### config.mk
export PLATFORM = sky130hd
export DESIGN_NAME = mitchell_antilog_pipe_flat
export DESIGN_NICKNAME = d
export VERILOG_FILES = /design/src/rtl/mitchell_antilog_pipe_if.sv /design/src/rtl/mitchell_antilog_pipe.sv /design/src/flat_wrapper.sv
export SDC_FILE = /design/constraint.sdc
export NUM_CORES = 1
export LEC_CHECK = 0
export ABC_AREA = 1
export BUFFER_PORTS_ARGS = -buffer_cell sky130_fd_sc_hd__buf_2
export CORE_MARGIN = 3
export CORE_UTILIZATION = 45
export CTS_BUF_LIST = sky130_fd_sc_hd__clkbuf_4 sky130_fd_sc_hd__clkbuf_8
export CTS_CLUSTER_DIAMETER = 150
export DETAILED_ROUTE_END_ITERATION = 10
export GPL_TIMING_DRIVEN = 0
export PLACE_DENSITY = 0.68
export SLEW_MARGIN = 20
export SYNTH_ARGS = -nofsm -noshare
export SYNTH_HDL_FRONTEND = slang
export SYNTH_SLANG_ARGS = --single-unit
### constraint.sdc
create_clock -name clk -period 3 [get_ports clk]
set_clock_uncertainty 0.1 [all_clocks]
set_input_delay 0.6 -clock clk [delete_from_list [all_inputs] [get_ports clk]]
set_output_delay 0.6 -clock clk [all_outputs]
set_load 0.01 [all_outputs]
### src/rtl/mitchell_antilog_pipe_if.sv
// Valid/ready stream bundle for the Mitchell antilog converter.
// master = producer/consumer side, slave = converter side.
interface mitchell_antilog_pipe_if #(
  parameter int unsigned LOG_W = 16,
  parameter int unsigned OUT_W = 16
);
  logic             in_valid;
  logic             in_ready;
  logic [LOG_W-1:0] log_in;
  logic             sign_in;
  logic             zero_in;
  logic             out_valid;
  logic             out_ready;
  logic [OUT_W-1:0] lin_out;
  logic             sat_out;

  modport master (
    output in_valid, log_in, sign_in, zero_in, out_ready,
    input  in_ready, out_valid, lin_out, sat_out
  );

  modport slave (
    input  in_valid, log_in, sign_in, zero_in, out_ready,
    output in_ready, out_valid, lin_out, sat_out
  );
endinterface

### src/rtl/mitchell_antilog_pipe.sv
// Mitchell antilog: 2^(k+f) ~= 2^k * (1+f), log-domain operand to signed linear fixed point.
// Three-stage valid/ready pipeline (decompose, shift/saturate, sign) with a saturation counter.
module mitchell_antilog_pipe #(
  parameter int unsigned LOG_W    = 16,
  parameter int unsigned OUT_W    = 16,
  parameter int unsigned OUT_FRAC = 12,
  parameter int unsigned CNT_W    = 16
) (
  input  logic                   clk,
  input  logic                   rst_n,
  mitchell_antilog_pipe_if.slave bus,
  input  logic                   clr_cnt,
  output logic [CNT_W-1:0]       sat_cnt
);
  localparam int unsigned FW = LOG_W - 4;
  localparam int unsigned MW = FW + 1;
  // Wide enough for the largest left shift of the mantissa plus the saturation compare.
  localparam int unsigned WW = MW + OUT_FRAC + OUT_W + 8;

  // Stage 1: decomposed operand
  logic                   s1_valid_q;
  logic signed [3:0]      s1_k_q;
  logic [MW-1:0]          s1_m_q;
  logic                   s1_sign_q;
  logic                   s1_zero_q;

  // Stage 2: unsigned magnitude
  logic                   s2_valid_q;
  logic [OUT_W-2:0]       s2_mag_q;
  logic                   s2_sat_q;
  logic                   s2_sign_q;

  // Stage 3: signed result
  logic                   s3_valid_q;
  logic [OUT_W-1:0]       s3_lin_q;
  logic                   s3_sat_q;

  logic [CNT_W-1:0]       cnt_q;

  logic                   s1_ready;
  logic                   s2_ready;
  logic                   s3_ready;
  logic                   out_fire;

  int                     sh;
  logic [WW-1:0]          m_ext;
  logic [WW-1:0]          shifted;
  logic                   sat_d;
  logic [OUT_W-2:0]       mag_d;
  logic [OUT_W-1:0]       lin_d;

  // Ready ripples back from out_ready so a full pipe still streams at one per cycle.
  always_comb begin
    s3_ready = ~s3_valid_q | bus.out_ready;
    s2_ready = ~s2_valid_q | s3_ready;
    s1_ready = ~s1_valid_q | s2_ready;
    out_fire = s3_valid_q & bus.out_ready;
  end

  assign bus.in_ready  = s1_ready;
  assign bus.out_valid = s3_valid_q;
  assign bus.lin_out   = s3_lin_q;
  assign bus.sat_out   = s3_sat_q;
  assign sat_cnt       = cnt_q;

  // Mantissa carries FW fractional bits; the output wants OUT_FRAC, so fold the difference in.
  always_comb begin
    sh    = int'(s1_k_q) + int'(OUT_FRAC) - int'(FW);
    m_ext = {{(WW-MW){1'b0}}, s1_m_q};
    if (sh >= 0) begin
      shifted = m_ext << sh;
    end else begin
      shifted = m_ext >> (-sh);
    end
    sat_d = ~s1_zero_q & (|shifted[WW-1:OUT_W-1]);
    if (s1_zero_q) begin
      mag_d = '0;
    end else if (sat_d) begin
      mag_d = '1;
    end else begin
      mag_d = shifted[OUT_W-2:0];
    end
  end

  // Symmetric range: negating a clamped magnitude never reaches the most negative code.
  always_comb begin
    if (s2_sign_q) begin
      lin_d = -{1'b0, s2_mag_q};
    end else begin
      lin_d = {1'b0, s2_mag_q};
    end
  end

  always_ff @(posedge clk or negedge rst_n) begin
    if (!rst_n) begin
      s1_valid_q <= 1'b0;
      s1_k_q     <= '0;
      s1_m_q     <= '0;
      s1_sign_q  <= 1'b0;
      s1_zero_q  <= 1'b0;
      s2_valid_q <= 1'b0;
      s2_mag_q   <= '0;
      s2_sat_q   <= 1'b0;
      s2_sign_q  <= 1'b0;
      s3_valid_q <= 1'b0;
      s3_lin_q   <= '0;
      s3_sat_q   <= 1'b0;
    end else begin
      if (s1_ready) begin
        s1_valid_q <= bus.in_valid;
        if (bus.in_valid) begin
          s1_k_q    <= bus.log_in[LOG_W-1 -: 4];
          s1_m_q    <= {1'b1, bus.log_in[FW-1:0]};
          s1_sign_q <= bus.sign_in;
          s1_zero_q <= bus.zero_in;
        end
      end
      if (s2_ready) begin
        s2_valid_q <= s1_valid_q;
        if (s1_valid_q) begin
          s2_mag_q  <= mag_d;
          s2_sat_q  <= sat_d;
          s2_sign_q <= s1_sign_q;
        end
      end
      if (s3_ready) begin
        s3_valid_q <= s2_valid_q;
        if (s2_valid_q) begin
          s3_lin_q <= lin_d;
          s3_sat_q <= s2_sat_q;
        end
      end
    end
  end

  // Clear wins over a coincident increment; the count sticks at all-ones.
  always_ff @(posedge clk or negedge rst_n) begin
    if (!rst_n) begin
      cnt_q <= '0;
    end else if (clr_cnt) begin
      cnt_q <= '0;
    end else if (out_fire && s3_sat_q && !(&cnt_q)) begin
      cnt_q <= cnt_q + CNT_W'(1);
    end
  end

endmodule

### src/flat_wrapper.sv
// flat-port wrapper written by rule: the top's interface ports become plain ports
module mitchell_antilog_pipe_flat 
#(
  parameter int unsigned LOG_W    = 16,
  parameter int unsigned OUT_W    = 16,
  parameter int unsigned OUT_FRAC = 12,
  parameter int unsigned CNT_W    = 16
)
  (clk, rst_n, clr_cnt, sat_cnt, bus_in_valid, bus_log_in, bus_sign_in, bus_zero_in, bus_out_ready, bus_in_ready, bus_out_valid, bus_lin_out, bus_sat_out);
  mitchell_antilog_pipe_if #(.LOG_W(LOG_W), .OUT_W(OUT_W)) bus_i ();
  input  logic clk;
  input  logic rst_n;
  input  logic clr_cnt;
  output logic [CNT_W-1:0] sat_cnt;
  input wire logic [$bits(bus_i.in_valid)-1:0] bus_in_valid;
  input wire logic [$bits(bus_i.log_in)-1:0] bus_log_in;
  input wire logic [$bits(bus_i.sign_in)-1:0] bus_sign_in;
  input wire logic [$bits(bus_i.zero_in)-1:0] bus_zero_in;
  input wire logic [$bits(bus_i.out_ready)-1:0] bus_out_ready;
  output wire logic [$bits(bus_i.in_ready)-1:0] bus_in_ready;
  output wire logic [$bits(bus_i.out_valid)-1:0] bus_out_valid;
  output wire logic [$bits(bus_i.lin_out)-1:0] bus_lin_out;
  output wire logic [$bits(bus_i.sat_out)-1:0] bus_sat_out;
  assign bus_i.in_valid = bus_in_valid;
  assign bus_i.log_in = bus_log_in;
  assign bus_i.sign_in = bus_sign_in;
  assign bus_i.zero_in = bus_zero_in;
  assign bus_i.out_ready = bus_out_ready;
  assign bus_in_ready = bus_i.in_ready;
  assign bus_out_valid = bus_i.out_valid;
  assign bus_lin_out = bus_i.lin_out;
  assign bus_sat_out = bus_i.sat_out;
  mitchell_antilog_pipe #(.LOG_W(LOG_W), .OUT_W(OUT_W), .OUT_FRAC(OUT_FRAC), .CNT_W(CNT_W)) u_core (.clk(clk), .rst_n(rst_n), .bus(bus_i), .clr_cnt(clr_cnt), .sat_cnt(sat_cnt));
endmodule
# Word level (Yosys, flattened, before mapping)
# Cells that the tools add are included.
# word_totals
wordCells,45
regBits,72
# op_classes
n_reduce_logical,9
n_lt_le_gt_ge,1
addsub,5
mux,6
shifts,2
bitwise,9
# op_table
operator,count
2-to-1 mux 49 bit,1
<< shifter 13 x 32 -> 49 bit,1
right shift 13 x 32 -> 49 bit,1
2-to-1 mux 16 bit,3
OR reduction 34 bit,1
"greater-or-equal comparator 32 x 1 -> 1 bit, second input constant",1
negation 32 bit,1
"subtractor 32 x 5 -> 32 bit, second input constant",1
2-to-1 mux 15 bit,2
"adder 16 x 1 -> 16 bit, second input constant",1
negation 15 -> 16 bit,1
AND reduction 16 bit,1
"adder 4 x 5 -> 6 bit, second input constant",1
AND reduction 2 bit,3
inverter 1 bit,4
bitwise OR 1 bit,3
bitwise AND 1 bit,2
logical AND 1 bit,2
nonzero test 2 bit,1
zero test 1 bit,1

# Logic depth before layout (Yosys ltp)
# logic_depth
depth_word,9
mapped_depth,24
mapped_depth_nobuf,21

# Least setup slack after synthesis
# Ideal clock, no wire load.
# synth_timing
path_kind,reg2reg
from,register u_core.s1_k_q[2]
to,register u_core.s2_mag_q[0]
t_required_ns,2.834
arrival_ns,2.723
slack_ns,0.111
path_stages_with_launch,19
synth_period_minus_slack_ns,2.889
setup_time_ns,0.066
path_cell_list,dfrtp_1 -> buf_4 -> inv_2 -> buf_2 -> ha_1 -> inv_1 -> ha_1 -> inv_1 -> nor3_2 -> nand3_1 -> nand2_1 -> buf_4 -> nand4_1 -> or2_0 -> a21oi_1 -> nor2_1 -> nand2_1 -> nand2_1 -> nand2_1
# synth_via
elab_chain_cells,9
word_cells_on_any_way,11
classes_between,3 x add/sub; 1 x order compare; 2 x shift; 3 x mux; 1 x bitwise; 1 x reduce/logical
# synth_rtl
element,line_no,rtl
start: declaration,mitchell_antilog_pipe.sv:22,logic signed [3:0] s1_k_q;
start signal: assignment,mitchell_antilog_pipe.sv:112,s1_k_q <= bus.log_in[LOG_W-1 -: 4];
adder 4 x 5 -> 6 bit (*),mitchell_antilog_pipe.sv:68,sh = int'(s1_k_q) + int'(OUT_FRAC) - int'(FW);
subtractor 32 x 5 -> 32 bit (*),mitchell_antilog_pipe.sv:68,
negation 32 bit,mitchell_antilog_pipe.sv:73,shifted = m_ext >> (-sh);
right shift 13 x 32 -> 49 bit,mitchell_antilog_pipe.sv:73,
2-to-1 mux 49 bit (*),mitchell_antilog_pipe.sv:70,if (sh >= 0) begin
OR reduction 34 bit,mitchell_antilog_pipe.sv:75,sat_d = ~s1_zero_q & (|shifted[WW-1:OUT_W-1]);
bitwise AND 1 bit,mitchell_antilog_pipe.sv:75,
2-to-1 mux 15 bit (*),mitchell_antilog_pipe.sv:78,end else if (sat_d) begin
2-to-1 mux 15 bit (*),mitchell_antilog_pipe.sv:76,if (s1_zero_q) begin
end signal: assignment,mitchell_antilog_pipe.sv:121,s2_mag_q <= mag_d;
end: declaration,mitchell_antilog_pipe.sv:29,logic [OUT_W-2:0] s2_mag_q;
# Mark *: on every way between the ends. The rest lies on a longest branch, timed or not.
# A chain may end at the register's enable or synchronous reset.

# Final worst setup path
# layout_timing
from,register u_core.s1_k_q[1]
to,register u_core.s2_mag_q[6]
# The elaborated chain is that of the path after synthesis.

==> results.yml <==
outcome:
  outcome: "completed"
final_layout:
  fin_nets: 818
  drive_gt1_share_pct: 24.3
  fillers: 999
  final_cells: 927
  synthToLayoutAreaGrowth_pct: 21.7
  multi_input_area_um2: 3000
  antennaDiodeCount: 0
  ff_latch_area_um2: 1800
  fin_area_um2: 6000
yosys:
  avgSynthCellArea_um2: 6.96
  yosys_warnings: 0
  synth_area_leaders: "dfrtp_1 (37%), nand2_1 (16%), nand3_1 (12%), o21ai_0 (4.3%), inv_1 (3.9%)"
  synth_xor_area_share_pct: 2.49
  synthDominantCellAreaShare_pct: 36.5
  syn_inst: 708
  synth_top_family_by_area: "simple AND/OR/NAND/NOR gates"
  synth_compound_area_share_pct: 10.1
  synth-adder-area-share_pct: 2.03
  yosys_register_bits: 72
  yosys.area.top_type: "dfrtp_1"
  syn-cell-area_um2: 4930
  seq_area_frac_synth_pct: 36.5
  yosysUniqueCellTypes: 36
  synth_mux_area_share_pct: 2.51
  syn_nets: 739
  synth-simple-area-share_pct: 38.3
worst_hold_path:
  hp-class: "primary input to asynchronous set/reset pin"
drt:
  via_per_inst: 5.53
  drt-total-wl_mm: 14.4
  drc: 0
  vias: 5125
  antenna_left: 0
  wire_per_inst_um: 15.5
  drtIter0Drc: 361
  dr.pass1.iters: 5
global_routing:
  grt_pass1_wl_mm: 23.5
  grt_max_degree: 50
  grt_use_total_pct: 23.2
  grt_pass1_vias: 4944
  grt_overflow: 0
  antenna_found_initial: 0
timing:
  relSlewSlack_pct: 51.1
  rsz0062_at_grt: "yes"
  slew_viol_final: 0
  setup_ws_ps: 171
  max_freq_mhz: 354
  min_period_over_period_pct: 94.3
  finalCriticalPeriod_ps: 2830
  hold_viol_final: 0
  setup_viol: 0
  tightest_slew_ps: 733
clock_tree:
  cts_tree: "yes"
  cts_buffers: 9
  cts.root.buffer_cell: "clkbuf_8"
  cts.reportedPaths.clkPinSlew_ps: 80
  insertion_delay_ps: 340
  htreeDepth: 3
  clk_path_buf_depth: 2
  cts-hold-fix-buffers: 0
  cts.sinks: 72
setup_path:
  arrival_ps: 3010
  r2r_cells: 21
  crit_path_end_kind: "flop"
  worstSetupStartpointType: "flop"
  crit_required_ps: 3180
  critPathMaxFanout: 10
  crit_type: "flop to flop"
placed_design:
  post-place-ws_ps: -475
  place_hpwl_mm: 10.8
  place.gp.congestion: 0.909
  placedCellCount: 902
  dpl_cell_area_um2: 5420
  port_buffers: 57
power:
  peakVddDrop_v: 0.000327
  p_leak_nw: 2.96
  power_density_nw_per_um2: 721
die:
  initial_core_util_pct: 46.9
  die_h_um: 111
  ioPinCount: 58
  design.core.area_um2: 10500
  row_count: 37
  die_x_um: 111
  die_area_um2: 12300
run:
  maxCapViolations: 0
synthesized netlist by cell type:
master and count:
a211oi_1 1, a21oi_1 38, a31oi_1 4, buf_2 10, buf_4 4, buf_6 4
clkbuf_1 14, clkinv_1 1, dfrtp_1 72, ha_1 8, inv_1 51, inv_2 5
mux2_2 11, nand2_1 205, nand2_4 1, nand3_1 115, nand3_2 14, nand3b_1 1
nand4_1 11, nor2_1 51, nor2_2 2, nor2_4 1, nor3_1 11, nor3_2 1
nor4_1 4, o211ai_1 1, o21a_1 1, o21ai_0 42, o21ai_1 3, o22a_1 1
o22ai_1 1, o31ai_1 3, or2_0 1, or2_2 1, xnor2_1 3, xor2_1 11
placed cells by master, fill, tap and decap left out, types with 5 or more instances in the layout:
master    Yosys  routed
xor2_1       11      11
nand2_1     205     196
clkbuf_4      0       5
nand4_1      11      11
inv_1        51      50
nor3_1       11      11
nand3_1     115      79
clkbuf_8      0       9
dfrtp_1      72      72
buf_6         4       8
mux2_2       11      11
clkbuf_1     14      12
ha_1          8       5
nor2_1       51      49
nand2_2       0       8
a21oi_1      38      37
nand3_2      14      50
buf_4         4      10
o21ai_0      42      41
buf_2        10      63
final timing paths:
path,slack (ps),to,from
max,170,u_core.s2_mag_q[6],u_core.s1_k_q[1]
min,50,u_core.sat_cnt[0],rst_n
max reg2reg,170,u_core.s2_mag_q[6],u_core.s1_k_q[1]
min reg2reg,380,u_core.bus.out_valid,u_core.s2_valid_q
max in group asynchronous,2190,u_core.s1_k_q[3],rst_n
min in group clk,380,u_core.bus.out_valid,u_core.s2_valid_q
what timing repair did:
action	in CTS	in global routing
pin swaps	1	11
buffers inserted	4	4
gates resized for setup	13	72
gates cloned	0	2
endpoints found under the setup margin	16	16
state kept, by name (all words and copies together), names as in the netlist:
| name | flops |
|---|---|
| u_core.s1_valid_q | 1 |
| u_core.s2_sign_q | 1 |
| u_core.s2_sat_q | 1 |
| u_core.bus.lin_out | 16 |
| u_core.sat_cnt | 16 |
| u_core.s1_sign_q | 1 |
| u_core.s1_m_q | 13 |
| u_core.s2_mag_q | 15 |
| u_core.bus.out_valid | 1 |
| u_core.s1_k_q | 4 |
| u_core.bus.sat_out | 1 |
| u_core.s2_valid_q | 1 |
| u_core.s1_zero_q | 1 |
logic make-up (layout without fill, tap and decap cells):
kind of cell               after synthesis  after routing
xor gates and xnor gates                14             14
AOI/OAI and AO/OA                       95             95
buffers and inverters                   89            172
and+or+nand+nor                        419            419
muxes                                   11             11
adders and majority gates                8              8
DFF                                     72             72
where the power goes:
part           total [mW]  switching [mW]  internal [mW]  leakage [nW]
registers            1.34           0.166           1.17         0.921
logic                2.29            1.45          0.847          1.95
clock network       0.695           0.359          0.337        0.0913
total                4.33            1.97           2.36          2.96
layer usage:
metal / GRT usage, % / part of all wire (%) / up-vias / routed length, um
met5: 0 / 0 / - / 0
met3: 4.15 / 4.9 / 43 / 699
met4: 11.0 / 4.0 / 0 / 579
li1: - / - / 2513 / -
met2: 38.8 / 48 / 179 / 6900
met1: 29.0 / 43 / 2390 / 6210
worst max-delay path, stage by stage, from the launching register on:
cell	delay, ps
dfrtp_1	380
buf_2	170
inv_2	180
clkbuf_4	270
ha_2	240
nand2_1	80
inv_1	50
nand2_1	60
nor2_2	120
nand3_2	100
nand2_4	130
buf_6	130
nand3_2	100
nand2_1	90
nand2_1	60
nand2_2	100
nor2_1	40
o21ai_1	150
inv_1	50
nand2_1	60
nand2_1	50
nand2_1	60
layout make-up:
class / count / share of cell area [%]
multi-input cells: 547 / 50.0
inverters: 57 / 3.77
plain buffers: 32 / 3.67
flip-flops and latches: 72 / 30.0
clock inverters: 2 / 0.292
clock buffers: 13 / 2.57
well taps: 136 / 2.84
repair buffers: 68 / 6.84
per-stage QoR:
stage | setup TNS, ps | hold slack, ps | utilization (%) | total power [mW]
finish | 0 | 52.7 | 57.1 | 4.33
detailed placement | -6730 | 367 | 51.5 | 3.40
floorplan | 0 | 204 | - | 2.83
CTS | 0 | 47.0 | 53.9 | 4.14
global placement | -6380 | 358 | 51.3 | 3.36
global route | -402 | 54.4 | 57.1 | 4.69
Power figures use the tool's default switching activity.
